[src/rtl/heap_feeder_pkg.sv]
//------------------------------------------------------------------------------
// heap_feeder_pkg
// Shared types and helpers for the heap feeder and the heap it drives.
// Revision: 1.0
//------------------------------------------------------------------------------
`default_nettype none

`ifndef HEAP_KEY
`define HEAP_KEY(d, kw) d[(kw)-1:0]
`endif

package heap_feeder_pkg;

  typedef enum logic [2:0] {
    ST_IDLE  = 3'd0,
    ST_INIT  = 3'd1,
    ST_FILL  = 3'd2,
    ST_FLUSH = 3'd3,
    ST_DRAIN = 3'd4
  } state_e;

  function automatic int cap_of(input int nlevels);
    return (1 << nlevels) - 1;
  endfunction

  function automatic int cnt_width(input int nlevels);
    return nlevels + 8;
  endfunction

  function automatic int ptr_width(input int depth);
    return (depth <= 1) ? 1 : $clog2(depth);
  endfunction

endpackage

`default_nettype wire

[src/rtl/heap_feeder_fifo.sv]
//------------------------------------------------------------------------------
// heap_feeder_fifo
// Synchronous FIFO with full/empty; a push into a full FIFO succeeds if a pop
// happens in the same cycle.
// Revision: 1.0
//------------------------------------------------------------------------------
`default_nettype none

module heap_feeder_fifo
  import heap_feeder_pkg::*;
#(
  parameter int WIDTH = 8,
  parameter int DEPTH = 7
) (
  input  logic             clk,
  input  logic             rstn,
  input  logic             push,
  input  logic [WIDTH-1:0] din,
  input  logic             pop,
  output logic [WIDTH-1:0] dout,
  output logic             full,
  output logic             empty
);

  localparam int PW = ptr_width(DEPTH);
  localparam int NW = $clog2(DEPTH + 1);

  logic [WIDTH-1:0] mem_q [DEPTH];
  logic [WIDTH-1:0] mem_d [DEPTH];
  logic [PW-1:0]    wr_q, wr_d, rd_q, rd_d;
  logic [NW-1:0]    count_q, count_d;
  logic             do_push, do_pop;

  assign full    = (count_q == NW'(DEPTH));
  assign empty   = (count_q == '0);
  assign dout    = mem_q[rd_q];
  assign do_pop  = pop && !empty;
  assign do_push = push && (!full || do_pop);

  always_comb begin
    mem_d   = mem_q;
    wr_d    = wr_q;
    rd_d    = rd_q;
    count_d = count_q;
    if (do_push) begin
      mem_d[wr_q] = din;
      wr_d        = (wr_q == PW'(DEPTH - 1)) ? '0 : wr_q + 1'b1;
    end
    if (do_pop) begin
      rd_d = (rd_q == PW'(DEPTH - 1)) ? '0 : rd_q + 1'b1;
    end
    case ({do_push, do_pop})
      2'b10:   count_d = count_q + 1'b1;
      2'b01:   count_d = count_q - 1'b1;
      default: count_d = count_q;
    endcase
  end

  always_ff @(posedge clk or negedge rstn) begin
    if (!rstn) begin
      mem_q   <= '{default: '0};
      wr_q    <= '0;
      rd_q    <= '0;
      count_q <= '0;
    end else begin
      mem_q   <= mem_d;
      wr_q    <= wr_d;
      rd_q    <= rd_d;
      count_q <= count_d;
    end
  end

endmodule

`default_nettype wire

[src/rtl/heap_feeder.sv]
//------------------------------------------------------------------------------
// heap_feeder
// Feeds one frame into the heap sorter, captures its sorted burst and replays
// it downstream. Optional drop counter: HEAP_FEEDER_DROPCNT_EN.
// Revision: 1.0
//------------------------------------------------------------------------------
`default_nettype none

module heap_feeder
  import heap_feeder_pkg::*;
#(
  parameter int DATA_WIDTH = 8,
  parameter int KEY_WIDTH  = 4,
  parameter int NLEVELS    = 3
) (
  input  logic                  clk,
  input  logic                  rstn,
  input  logic                  start,
  input  logic                  s_valid,
  output logic                  s_ready,
  input  logic [DATA_WIDTH-1:0] s_data,
  input  logic                  s_last,
  output logic [DATA_WIDTH-1:0] heap_din,
  output logic                  heap_en,
  output logic                  heap_init,
  output logic                  heap_flush,
  input  logic [DATA_WIDTH-1:0] heap_dout,
  input  logic                  heap_valid,
  output logic                  m_valid,
  input  logic                  m_ready,
  output logic [DATA_WIDTH-1:0] m_data,
  output logic                  m_last,
  output logic                  busy,
  output logic                  done,
`ifdef HEAP_FEEDER_DROPCNT_EN
  output logic [15:0]           drop_cnt,
`endif
  output logic                  err
);

  localparam int CAP = cap_of(NLEVELS);
  localparam int NW  = cnt_width(NLEVELS);
  localparam int CW  = $clog2(CAP + 1);
  localparam logic [NW-1:0] N_MAX = {NW{1'b1}};

  // An out-of-range key width leaves this marker scope in the hierarchy.
  if (KEY_WIDTH < 1 || KEY_WIDTH > DATA_WIDTH) begin : g_bad_key_width
  end

  state_e                state_q, state_d;
  logic [NW-1:0]         n_q, n_d;
  logic [CW-1:0]         cap_cnt_q, cap_cnt_d;
  logic [CW-1:0]         pop_cnt_q, pop_cnt_d;
  logic                  err_q, err_d;
  logic                  done_q, done_d;
  logic                  heap_en_q, heap_en_d;
  logic [DATA_WIDTH-1:0] heap_din_q, heap_din_d;
  logic [CW-1:0]         exp_cnt;
  logic                  accept, err_set, err_clr;
  logic                  fifo_push, fifo_pop, fifo_full, fifo_empty;
  logic                  last_pop;

  assign exp_cnt  = (n_q > NW'(CAP)) ? CW'(CAP) : n_q[CW-1:0];
  assign s_ready  = (state_q == ST_FILL);
  assign accept   = s_valid && s_ready;
  assign m_valid  = !fifo_empty;
  assign fifo_pop = m_valid && m_ready;
  assign last_pop = (CW'(pop_cnt_q + 1'b1) == exp_cnt);

  assign heap_init  = (state_q == ST_INIT);
  assign heap_flush = (state_q == ST_FLUSH);
  assign heap_en    = heap_en_q;
  assign heap_din   = heap_din_q;
  assign busy       = (state_q != ST_IDLE);
  assign done       = done_q;
  assign err        = err_q;
  assign m_last     = m_valid && (state_q == ST_DRAIN) && last_pop;

  always_comb begin
    state_d    = state_q;
    n_d        = n_q;
    cap_cnt_d  = cap_cnt_q;
    pop_cnt_d  = pop_cnt_q;
    done_d     = 1'b0;
    heap_en_d  = 1'b0;
    heap_din_d = heap_din_q;
    fifo_push  = 1'b0;
    err_set    = 1'b0;
    err_clr    = 1'b0;

    case (state_q)
      ST_IDLE: begin
        if (start) begin
          state_d   = ST_INIT;
          n_d       = '0;
          cap_cnt_d = '0;
          pop_cnt_d = '0;
          err_clr   = 1'b1;
        end
      end
      ST_INIT: state_d = ST_FILL;
      ST_FILL: begin
        if (accept) begin
          heap_en_d  = 1'b1;
          heap_din_d = s_data;
          if (n_q != N_MAX) n_d = n_q + 1'b1;
          if (s_last) state_d = ST_FLUSH;
        end
      end
      ST_FLUSH: state_d = ST_DRAIN;
      ST_DRAIN: begin
        if (fifo_pop) begin
          pop_cnt_d = pop_cnt_q + 1'b1;
          // Final pop with every expected beat already captured empties the FIFO.
          if (last_pop && cap_cnt_q == exp_cnt) begin
            state_d = ST_IDLE;
            done_d  = 1'b1;
          end
        end
      end
      default: state_d = ST_IDLE;
    endcase

    // The heap cannot be stalled: a beat is either stored now or lost.
    if (heap_valid) begin
      if (state_q == ST_DRAIN && cap_cnt_q < exp_cnt) begin
        if (!fifo_full || fifo_pop) begin
          fifo_push = 1'b1;
          cap_cnt_d = cap_cnt_q + 1'b1;
        end else begin
          err_set = 1'b1;
        end
      end else begin
        err_set = 1'b1;
      end
    end

    err_d = (err_q && !err_clr) || err_set;
  end

  always_ff @(posedge clk or negedge rstn) begin
    if (!rstn) begin
      state_q    <= ST_IDLE;
      n_q        <= '0;
      cap_cnt_q  <= '0;
      pop_cnt_q  <= '0;
      err_q      <= 1'b0;
      done_q     <= 1'b0;
      heap_en_q  <= 1'b0;
      heap_din_q <= '0;
    end else begin
      state_q    <= state_d;
      n_q        <= n_d;
      cap_cnt_q  <= cap_cnt_d;
      pop_cnt_q  <= pop_cnt_d;
      err_q      <= err_d;
      done_q     <= done_d;
      heap_en_q  <= heap_en_d;
      heap_din_q <= heap_din_d;
    end
  end

`ifdef HEAP_FEEDER_DROPCNT_EN
  logic [15:0] drop_cnt_q, drop_cnt_d;

  always_comb begin
    drop_cnt_d = drop_cnt_q;
    if (state_q == ST_FILL && state_d == ST_FLUSH) begin
      if (32'(n_d) <= 32'(CAP))
        drop_cnt_d = '0;
      else if ((32'(n_d) - 32'(CAP)) > 32'h0000_FFFF)
        drop_cnt_d = 16'hFFFF;
      else
        drop_cnt_d = 16'(32'(n_d) - 32'(CAP));
    end
  end

  always_ff @(posedge clk or negedge rstn) begin
    if (!rstn) drop_cnt_q <= '0;
    else       drop_cnt_q <= drop_cnt_d;
  end

  assign drop_cnt = drop_cnt_q;
`endif

  heap_feeder_fifo #(
    .WIDTH (DATA_WIDTH),
    .DEPTH (CAP)
  ) u_fifo (
    .clk   (clk),
    .rstn  (rstn),
    .push  (fifo_push),
    .din   (heap_dout),
    .pop   (fifo_pop),
    .dout  (m_data),
    .full  (fifo_full),
    .empty (fifo_empty)
  );

endmodule

`default_nettype wire

[config.mk]
export PLATFORM = sky130hd
export DESIGN_NAME = heap_feeder
export DESIGN_NICKNAME = d
export VERILOG_FILES = /design/src/rtl/heap_feeder_pkg.sv /design/src/rtl/heap_feeder_fifo.sv /design/src/rtl/heap_feeder.sv
export SDC_FILE = /design/constraint.sdc
export NUM_CORES = 1
export LEC_CHECK = 0
export BUFFER_PORTS_ARGS = -buffer_cell sky130_fd_sc_hd__buf_2
export CAP_MARGIN = 20
export CORE_ASPECT_RATIO = 1.1
export CORE_MARGIN = 1.5
export CORE_UTILIZATION = 40
export DETAILED_ROUTE_END_ITERATION = 10
export HOLD_SLACK_MARGIN = 0.12
export SYNTH_ARGS = -nofsm -noshare
export SYNTH_HDL_FRONTEND = slang
export SYNTH_SLANG_ARGS = --single-unit
export TNS_END_PERCENT = 50
[constraint.sdc]
create_clock -name clk -period 4.43 [get_ports clk]
set_clock_uncertainty 0.15 [all_clocks]
set_input_delay 1.329 -clock clk [delete_from_list [all_inputs] [get_ports clk]]
set_output_delay 1.329 -clock clk [all_outputs]
set_load 0.02 [all_outputs]
Word-level counts from Yosys, hierarchy flattened
Index checks and enable logic that the tools add are counted.
Widths: inputs -> output; s select.
- bits of input ports: 23
- bits in registers: 96
- output and inout bits: 25
- word-level logic and storage cells: 117
- reductions and logical operators: 26
- equality and inequality tests: 18
- $add $sub $neg: 7
- order comparisons: 5
- multiplexer cells: 41
- bitwise gates (word level): 2
- operator list (kind ; count):
    $bwmux 56 ; 1
    $mux 3 ; 15
    $mux 11 ; 3
    $bmux 8 s3 ; 1
    $demux 8 s3 ; 1
    $mux 8 ; 3
    $pmux 11 s2 ; 1
    $add 3x1->3 const B ; 5
    $pmux 3 s5 ; 1
    $mux 1 ; 13
    $eq 3x3->1 const B ; 4
    $pmux 3 s2 ; 2
    $add 11x1->11 const B ; 1
    $gt 11x3->1 const B ; 1
    $ne 11x11->1 const B ; 1
    $logic_and 1x1->1 ; 10
    $ge 4x4->1 const B ; 2
    $ne 2x1->1 const B ; 4
    $not 3->4 ; 2
    $eq 3x2->1 const B ; 2
    $eq 3x3->1 ; 2
    $logic_not 3->1 ; 2
    $reduce_bool 2->1 ; 3
    $reduce_and 5->1 ; 1
    other kinds (13) ; 18

Logic depth before layout (Yosys ltp)
- depth in word-level cells: 10
- gate-level depth with buffers: 14
- gate-level depth less buffers: 14

Hierarchy
A second synthesis with hierarchy kept.
- cells, all modules: 395
- area, all modules: 4808.4 µm²
- modules (own cells, without submodules) (module ; cells each ; area an instance (µm²) ; times used ; sequential area each (µm²)):
    heap_feeder_fifo ; 232 ; 3190.6 ; 1 ; 1626.6
    heap_feeder ; 163 ; 1617.8 ; 1 ; 775.7

Worst setup path before layout
Ideal clock, no wire load.
- path kind: reg-to-output
- from: register pop_cnt_q[0]
- to: output port m_last
- buffers on the path: 0
- required time: 2.951 ns
- path slack: 0.810 ns
- stages on the path, launching flop included: 7
- data arrival time: 2.141 ns
- path through: dfrtp_1 -> ha_1 -> xor2_1 -> or2_2 -> a2111o_1 -> o211a_1 -> nor3_1
- cells in the longest elaborated chain, start to end: 3
- RTL lines (what ; line ; source):
    start: declaration ; heap_feeder.sv:53 ; logic [CW-1:0] pop_cnt_q, pop_cnt_d;
    start signal: assignment ; heap_feeder.sv:155 ; pop_cnt_q <= pop_cnt_d;
    $add 3x1->3 ; heap_feeder.sv:68 ; assign last_pop = (CW'(pop_cnt_q + 1'b1) == exp_cnt);
    $eq 3x3->1 ; heap_feeder.sv:68 ;
    $logic_and 1x1->1 ; heap_feeder.sv:77 ; assign m_last = m_valid && (state_q == ST_DRAIN) && last_pop;
    end: declaration ; heap_feeder.sv:32 ; output logic m_last,
No other way between the ends.

Worst setup path in the final report
Ends and elaborated chain as after synthesis.

==> impl_metrics.env <==
export IMPL_area_growth_pct=14.7
export IMPL_worstSetupStartpointType="flop"
export IMPL_place_inst=569
export IMPL_cts_tree="built"
export IMPL_cts_resized=0
export IMPL_worst_slew_pin_slew_ns=0.866
export IMPL_ant_nets=0
export IMPL_dpl_hpwl_um=6560
export IMPL_wl_per_cell_um=16.6
export IMPL_reg2reg_slack_ns=1.01
export IMPL_via_per_inst=5.29
export IMPL_worstSetupPathType="reg2out"
export IMPL_end_kind="output port"
export IMPL_cts_root_buf="clkbuf_16"
export IMPL_gp_congestion=0.739
export IMPL_synth_edf_count=0
export IMPL_grt_first_pass_wirelength_um=16000
export IMPL_max_slew_margin_pct=41.8
export IMPL_drc_errors=0
export IMPL_yosysSeqAreaShare_pct=51.6
export IMPL_drive_gt1_share_pct=34.2
export IMPL_syn_inst=381
export IMPL_grt_pass1_vias=3194
export IMPL_switching_power_mw=1.04
export IMPL_final_fill_count=1087
export IMPL_ios=48
export IMPL_cts_num_sinks=96
export IMPL_crit_required_ns=2.95
export IMPL_ys_top_cells_by_area="dfrtp_1 (52%), mux2_2 (16%), mux4_2 (3.9%), nor2_1 (2.7%), mux2i_1 (2.4%)"
export IMPL_finalSetupTns_ns=0
export IMPL_synth_cell_types=48
export IMPL_cellInternalPower_mw=1.84
export IMPL_drt_initial_drc_count=101
export IMPL_clkPwrFrac_pct=24.9
export IMPL_final_seq_area_um2=2400
export IMPL_diodes=0
export IMPL_fin_cells=583
export IMPL_fin_crit_sh_pct=88.8
export IMPL_synth_warnings=0
export IMPL_num_rows=41
export IMPL_pwr_share_comb_pct=32.2
export IMPL_ys_ff_latch=96
export IMPL_finalSetupViolations=0
export IMPL_multiInputGateArea_um2=2160
export IMPL_track_usage_pct=17.0
export IMPL_htreeDepth=3
export IMPL_start_util_pct=40.9
export IMPL_clk_latency_ns=0.34
export IMPL_crit_arrival_ns=2.45
export IMPL_synth_area_um2=4660
export IMPL_cts_buffer_depth=2
export IMPL_crit_fanout=4
export IMPL_antenna_found_initial=0
export IMPL_coreArea_um2=11400
export IMPL_synth_nets=412
export IMPL_final_util_pct=46.9
export IMPL_async_reset_ff_share_pct=100
export IMPL_vias=3084
export IMPL_die_x_um=106
export IMPL_slew_violations=0
export IMPL_synth_top_area_share_pct=51.6
export IMPL_peakVddDrop_v=0.000288
export IMPL_hp_start="u_fifo.mem_q[26]$_DFFE_PN0P_"
export IMPL_grt_start_max_net_pins=53
export IMPL_min_period_ns=3.93
export IMPL_overflow=0
export IMPL_finalWirelength_um=9650
export IMPL_rsz0062_at_grt="false"
export IMPL_maxCapViolCount=0
export IMPL_final_nets=461
export IMPL_dieHeight_um=116
export IMPL_hold_viol_final=0
export IMPL_synth_top_area_cell="dfrtp_1"
export IMPL_p_seq_share_pct=42.9
export IMPL_firstDrtPassIters=4
export IMPL_cts_setup_buffers=0
export IMPL_synth_area_per_cell_um2=12.2
export IMPL_outcome="complete, no violations"
export IMPL_synthFlopType="dfrtp_1"
export IMPL_fmax_mhz=254
export IMPL_crit_path_start="pop_cnt_q[0]$_DFFE_PN0P_"
export IMPL_dieArea_um2=12300
export IMPL_cts_buffers=9
export IMPL_hold_path_class="reg2reg"
export IMPL_p_leak_nw=2.62
export IMPL_p_per_area_nw_per_um2=538
export IMPL_swShare_pct=36.1
export IMPL_portBuffers=47
export IMPL_cts_clk_slew_worst_paths_ns=0.06
export IMPL_ctsHoldBuffers=0
export IMPL_r2r_start="n_q[4]$_DFFE_PN0P_"
per-stage QoR:
step	hold WS (ns)	setup slack, ns	cell area, um2	total power, mW
after floorplan	0.321	0.810	4660	1.88
after global placement	0.335	0.914	5070	2.16
after detailed placement	0.341	0.845	5070	2.19
after CTS	0.356	0.513	5340	2.91
after global routing	0.367	0.407	5340	3.05
final	0.352	0.497	5340	2.87
layer usage:
layer  track usage, %  wire length [um]  up-vias
met4             5.14               117        0
met1             21.3              4370     1569
li1                 -                 -     1462
met3             3.85               273       10
met2             29.6              4890       43
met5                0                 0        -
area by class of cell:
cell class	instances	share of cell area, %
tap	150	3.51
clock buffer	10	4.48
sequential	96	45.0
multi-input combinational	261	40.4
clock inverter	4	0.586
inverter	8	0.562
timing repair buffer	54	5.44
sequential cells by signal (all words and copies together), names as in the netlist:
name	flops
cap_cnt_q	3
done	1
err	1
heap_din	8
heap_en	1
n_q	11
pop_cnt_q	3
state_q	3
u_fifo.count_q	3
u_fifo.mem_q	56
u_fifo.rd_q	3
u_fifo.wr_q	3
cell usage in the layout (no fill, tap or decap), types with 3 or more instances in the layout:
cell type	instances
mux2i_1	11
dfrtp_1	96
mux2_2	65
nand3_1	12
and3_1	7
a21oi_1	17
nor2_1	34
buf_4	8
nand2_1	21
nand2b_1	3
xor2_1	12
clkinvlp_4	3
clkbuf_16	9
buf_2	46
ha_1	7
or3_1	3
o21ai_0	11
nand4_1	6
nor3_1	4
inv_1	8
and3b_1	3
mux4_2	8
logic make-up after synthesis:
family	count (synthesis)	synth area share, %
AND/OR/NAND/NOR	112	13.5
flip-flops	96	51.6
multiplexers	84	22.0
AO/OA/AOI/OAI	44	6.18
buffers and inverters	24	2.02
XOR/XNOR	13	2.45
adder cells (fa/ha/maj)	8	2.31
power by group through the flow:
stage | Sequential (mW) | Clock, mW | Combinational (mW)
6_report | 1.23 | 0.716 | 0.926
3_3_place_gp | 1.24 | 0 | 0.920
4_1_cts | 1.24 | 0.731 | 0.941
2_1_floorplan | 1.19 | 0 | 0.687
3_5_place_dp | 1.25 | 0 | 0.936
5_1_grt | 1.27 | 0.771 | 1.01
worst max-delay path, cell delays in order (launching register included):
cell      delay (ns)
dfrtp_1         0.42
ha_1            0.26
xor2_1          0.19
or2_2           0.30
a2111o_1        0.41
o211a_1         0.16
nor3_1          0.19
buf_2           0.19
cell usage after synthesis, types with 2 or more instances:
cell / count
nor2b_1: 2
o21ai_0: 11
and4_1: 2
nand4_1: 6
inv_1: 8
or2_2: 2
and3_1: 7
clkbuf_1: 10
xor2_1: 12
nand3b_1: 2
nand2b_1: 3
ha_1: 7
mux2_2: 65
a31oi_1: 2
nand2_1: 21
o211a_1: 2
buf_2: 3
mux2i_1: 11
or3_1: 3
nor2_1: 34
nor3_1: 4
buf_1: 3
dfrtp_1: 96
a21o_1: 2
mux4_2: 8
nand3_1: 12
a22o_1: 2
nor4_1: 2
a21oi_1: 17
and3b_1: 3
nor4_4: 2
final timing paths:
| path | end | depth (start not counted) |
|---|---|---|
| setup reg to reg | u_fifo.count_q[2]$_DFFE_PN0P_ | 14 |
| hold reg to reg | u_fifo.mem_q[26]$_DFFE_PN0P_ | 1 |
| hold / removal | u_fifo.mem_q[26]$_DFFE_PN0P_ | 1 |
| setup / recovery | m_last | 7 |
| max in group asynchronous | u_fifo.mem_q[2]$_DFFE_PN0P_ | 2 |
| min in group asynchronous | n_q[9]$_DFFE_PN0P_ | 1 |
(Power assumes the default switching activity.)
